===== src/rtl/store_check_pkg.sv =====
// Shared types and default constants for the store result checker.
package store_check_pkg;

   localparam int unsigned ADDR_W = 32;
   localparam int unsigned DATA_W = 32;
   localparam int unsigned CNT_W  = 16;

   localparam logic [ADDR_W-1:0] DEF_EXP_ADDR    = 32'd100;
   localparam logic [DATA_W-1:0] DEF_EXP_DATA    = 32'd25;
   localparam logic [ADDR_W-1:0] DEF_IGNORE_ADDR = 32'd96;
   localparam logic [31:0]       DEF_TIMEOUT     = 32'd1000;
   localparam int unsigned       DEF_LOG_DEPTH   = 8;

   typedef enum logic [1:0] {
      RUN     = 2'd0,
      PASS    = 2'd1,
      FAIL    = 2'd2,
      TIMEOUT = 2'd3
   } check_state_t;

   typedef struct packed {
      logic [ADDR_W-1:0] addr;
      logic [DATA_W-1:0] data;
   } store_entry_t;

endpackage


===== src/rtl/store_log_fifo.sv =====
// First-word fall-through log of sampled stores with a sticky overflow flag.
module store_log_fifo
   import store_check_pkg::*;
#(
   parameter int unsigned DEPTH = DEF_LOG_DEPTH
) (
   input  logic         clk,
   input  logic         rst,
   input  logic         push,
   input  store_entry_t push_entry,
   input  logic         pop,
   output store_entry_t head,
   output logic         empty,
   output logic         overflow
);

   localparam int unsigned AW = $clog2(DEPTH);
   localparam int unsigned PW = AW + 1;

   store_entry_t  mem_q [DEPTH];
   logic [PW-1:0] wr_ptr_q, rd_ptr_q;
   logic          overflow_q;
   logic          full;
   logic          pop_ok;
   logic          push_ok;

   // Extra pointer bit separates full from empty when the indices match.
   assign empty   = (wr_ptr_q == rd_ptr_q);
   assign full    = (wr_ptr_q[AW] != rd_ptr_q[AW]) &&
                    (wr_ptr_q[AW-1:0] == rd_ptr_q[AW-1:0]);
   assign pop_ok  = pop && !empty;
   assign push_ok = push && (!full || pop_ok);

   always_ff @(posedge clk or posedge rst) begin
      if (rst) begin
         wr_ptr_q   <= '0;
         rd_ptr_q   <= '0;
         overflow_q <= 1'b0;
      end else begin
         if (push_ok) wr_ptr_q <= wr_ptr_q + PW'(1);
         if (pop_ok)  rd_ptr_q <= rd_ptr_q + PW'(1);
         if (push && !push_ok) overflow_q <= 1'b1;
      end
   end

   always_ff @(posedge clk) begin
      if (push_ok) mem_q[wr_ptr_q[AW-1:0]] <= push_entry;
   end

   // Head reads as zero while empty so stale storage never leaks out.
   assign head     = empty ? store_entry_t'('0) : mem_q[rd_ptr_q[AW-1:0]];
   assign overflow = overflow_q;

endmodule


===== config.mk =====
export PLATFORM = sky130hd
export DESIGN_NAME = store_log_fifo
export DESIGN_NICKNAME = d
export VERILOG_FILES = /design/src/rtl/store_check_pkg.sv /design/src/rtl/store_log_fifo.sv
export SDC_FILE = /design/constraint.sdc
export NUM_CORES = 1
export LEC_CHECK = 0
export ABC_AREA = 1
export BUFFER_PORTS_ARGS = -buffer_cell sky130_fd_sc_hd__buf_2
export CAP_MARGIN = 15
export CORE_ASPECT_RATIO = 0.75
export CORE_UTILIZATION = 60
export DETAILED_ROUTE_END_ITERATION = 10
export MAX_ROUTING_LAYER = met4
export PLACE_DENSITY = 0.84
export SYNTH_ARGS = -nofsm -noshare
export SYNTH_HDL_FRONTEND = slang
export SYNTH_SLANG_ARGS = --single-unit

===== constraint.sdc =====
create_clock -name clk -period 4.8 [get_ports clk]
set_clock_uncertainty 0.2 [all_clocks]
set_input_delay 0.96 -clock clk [delete_from_list [all_inputs] [get_ports clk]]
set_output_delay 0.96 -clock clk [all_outputs]
set_load 0.03 [all_outputs]

# After elaboration in Yosys (flattened, before gate mapping)
# Memory sizes are Yosys's and may differ from the RTL's.
# Index checks and enable logic that the tools add are counted.
# W data, S select, Z words.
[totals] regBits=9 ramBits=512 input_bits=68 wordCells=20 n_memories=1
[op_classes] add_sub_neg=2 eq_ne=3 muxes=3 reduce_logical=8
[mem_list] name="mem_q" words=8 width=64 rd=1 rd_ports_with_merged_regs=0 write_ports=1 line_no="store_log_fifo.sv:20" rtl="store_entry_t mem_q [DEPTH];"
[op_table] op="$mux W64" n=1
[op_table] op="$add A4 B1 Y4 const B" n=2
[op_table] op="$eq A4 B4 Y1" n=1
[op_table] op="$logic_and A1 B1 Y1" n=4
[op_table] op="$eq A3 B3 Y1" n=1
[op_table] op="$logic_not A1 Y1" n=3
[op_table] op="$mux W1" n=2
[op_table] op="$logic_or A1 B1 Y1" n=1
[op_table] op="$ne A1 B1 Y1" n=1

# Longest topological paths before layout
[depth] ltp_word=7 ltp_mapped=10 ltp_nobuf=8

# Worst setup path before layout
# OpenSTA, ideal clock, no wires.
[synth_path] kind="in2reg" start="in pop" end="mem mem_q[2][0] (netlist bit) (enable)" arrival_time_ns=3.964 required_time_ns=4.114 slack_ns=0.149 path_stages=4 path_cell_list="inv_1 nand4_2 nand3_1 nor2_1"
[synth_via] elab_chain_cells=5
[synth_rtl] item="from (decl)" line_no="store_log_fifo.sv:11" rtl="input logic pop,"
[synth_rtl] item="$logic_and A1 B1 Y1" line_no="store_log_fifo.sv:31" rtl="assign pop_ok = pop && !empty;"
[synth_rtl] item="$logic_or A1 B1 Y1" line_no="store_log_fifo.sv:32" rtl="assign push_ok = push && (!full || pop_ok);"
[synth_rtl] item="$logic_and A1 B1 Y1" line_no="store_log_fifo.sv:32"
[synth_rtl] item="$mux W1" line_no="store_log_fifo.sv:47" rtl="if (push_ok) mem_q[wr_ptr_q[AW-1:0]] <= push_entry;"
[synth_rtl] item="$mux W1 (implied by the code)" line_no="store_log_fifo.sv:47"
[synth_rtl] item="to (decl)" line_no="store_log_fifo.sv:20"
# No other way between the ends.

==> results.md <==
- Status: completed
- WS Path Type: reg -> out
- Crit path from: rd_ptr_q[0]
- GR Util All Layers: 26.4%
- Hold crit path type: in -> async
- Root Buffer: clkbuf_16
- DP HPWL: 21900 um
- CTS max path bufs: 3
- VDD IR max: 647 uV
- DR pass1 iterations: 5
- Cts hold-fix bufs: 0
- Synth Register Bits: 521
- Storage cell area: 15600 um^2
- Crit path required time: 3.64 ns
- Critical Path AT: 3.04 ns
- Worst reg-to-reg path cell count: 5
- Initial Util: 61.2%
- Mean post-synth cell area: 12.9 um^2
- Slew Viols, Final: 0
- Area added between synthesis and finish: 12.3%
- Die height: 163 um
- Tot Pwr: 0.0160 W
- WL final: 44300 um
- Worst slew pin tran: 1.25 ns
- Final Setup Violations: 0
- CP Capture Type: output port
- Setup tns final: 0 ns
- Via density: 5.92
- FF-to-FF End: mem_q[6][39]
- Final ANT Viol Nets: 0
- Startpoint Class: flop
- Unrepaired setup endpoints after global routing: false
- Area occupied by multi-input gates: 4390 um^2
- Grt total ovfl: 0
- Vias in the first global route: 12500
- Synth Warn #: 0
- CTS Buf Count: 47
- Resize count post-CTS: 0
- IO Port Bufs: 133
- Final hold vios: 0
- Pleak: 7.83 nW
- Crit-path max FO: 257
- Clock Pin Slew Worst Setup and Hold Paths: 0.06 ns
- Later-pin clock latency in the skew report: 0.55 ns
- Final worst-path cycle share: 87.5%
- Num rows: 58
- Max Cap Viol: 0
- Die footprint: 35100 um^2
- Post-layout minimum cycle time: 4.20 ns
- Post-CTS Setup Inserts: 0
- Max-Slew Margin vs Limit: 16.5%
- Avg WL per Cell: 20.2 um
- Largest net degree at the start of global routing: 260
- Filler cell count: 2273
- Layout cells sized above 1: 14.1%
- Routability congestion estimate from global placement: 0.771
- Antenna violations before repair: 5
- Via count: 13000
- Die W: 216 um
- Netlist cell types: 29
- First-pass GRT wire length: 68900 um
- TritonCTS clock tree: done
- Synth Instances: 1601
- Clk sink count: 521
- DR iter-0 viols: 1433
- # DRC: 0
- F_max: 238 MHz
- Io pins: 134
- Nets: 1766
- Total number of H-tree levels: 2
- Placeable Area: 33700 um^2
- Syn_nets: 1671
- FF-to-FF Start: rd_ptr_q[2]
- Power Dens Cells: 690 nW/um^2
- Post-Syn Area: 20600 um^2
- Register area share after synthesis: 75.7%
- Reg-to-reg setup timing slack: 1.88 ns
[through the flow]
stage	cells	hold WS [ns]	cell area (um^2)	worst slack, ns	utilization (%)
finish	2190	0.172	23200	0.599	68.8
floorplan	1601	0.264	20600	0.149	-
global placement	2097	0.285	21500	1.31	64.0
global route	2188	0.189	23200	0.502	68.8
CTS	2183	0.170	23100	0.714	68.7
detailed placement	2097	0.298	21500	1.28	64.0
[report_power, final]
group	leakage, nW	switching [W]	internal (W)
Clock	0.763	0.00159	0.00228
Sequential	4.76	0.000179	0.00563
Combinational	2.31	0.00464	0.00167
[worst max-delay path by stage]
stage	to	slack, ns	cells past startpoint
2_1_floorplan	mem_q[2][0]	0.15	4
3_3_place_gp	head[6]	1.31	7
3_5_place_dp	head[60]	1.28	7
4_1_cts	head[2]	0.71	7
5_1_grt	head[28]	0.50	7
6_report	head[2]	0.60	7
[kinds of logic after synthesis]
kind of cell | after synthesis | synth area share (%)
DFF | 521 | 75.7
adders and majority gates | 2 | 0.121
and+or+nand+nor | 502 | 9.37
AOI/OAI and AO/OA | 450 | 11.3
buffers and inverters | 122 | 3.30
xor gates and xnor gates | 4 | 0.206
[cell type report]
class                      count  share of cell area [%]
antenna                        7                  0.0756
timing repair buffer         154                    3.99
clock buffer                  59                    5.40
clock inverter                27                    1.51
sequential                   521                    67.4
multi-input combinational    958                    18.9
inverter                      14                   0.249
tap                          450                    2.43
[layout by cell type, fill, tap and decap left out, types with 2 or more instances in the layout]
cell type	netlist	routed
edfxtp_1	512	512
nor2_1	456	449
o21ai_0	218	218
o21ai_1	167	167
buf_2	12	133
o22ai_1	64	64
clkbuf_16	0	47
nand2_1	31	31
buf_4	11	13
nand3_1	10	10
clkbuf_1	58	9
nor2_4	1	8
inv_1	10	8
clkinv_1	1	8
bufinv_16	0	8
buf_12	0	8
diode_2	0	7
dfrtp_1	9	6
inv_2	2	5
clkinvlp_4	0	5
inv_6	0	4
clkinv_2	0	3
clkbuf_8	0	3
xor2_1	2	2
ha_1	2	2
dfrtp_4	0	2
[state kept, by name, summed over array words and instances, names as in the netlist]
register	cells
mem_q	512
wr_ptr_q	4
overflow	1
rd_ptr_q	4
[layer usage]
metal / track usage, % / vias up / share of wire, %
li1: - / 5998 / -
met1: 36.6 / 6292 / 42
met2: 41.5 / 608 / 48
met3: 4.01 / 68 / 8.8
met4: 7.04 / 0 / 1.5
met5: - / - / 0
[synthesized netlist by cell type, drive strengths merged]
cell type | instances | area share (%)
xor2 | 2 | 0.085
o22ai | 64 | 1.9
clkinv | 1 | 0.018
ha | 2 | 0.12
nor2 | 457 | 8.4
nor3 | 1 | 0.024
clkbuf | 59 | 1.1
buf | 49 | 1.9
edfxtp | 512 | 75
xnor2 | 2 | 0.12
dfrtp | 9 | 1.1
nand3 | 11 | 0.33
nand2 | 32 | 0.59
inv | 13 | 0.25
o21ai | 385 | 9.3
o21bai | 1 | 0.036
nand4 | 1 | 0.061
[worst max-delay path, cell delays in order (launching register included)]
cell and delay, ns:
dfrtp_4 0.52, inv_6 0.07, buf_12 0.67, o21ai_0 0.25, o21ai_0 0.12, o21ai_0 0.09, nor2_1 0.25, buf_2 0.25
No activity file was read; power rests on OpenSTA's default activity.
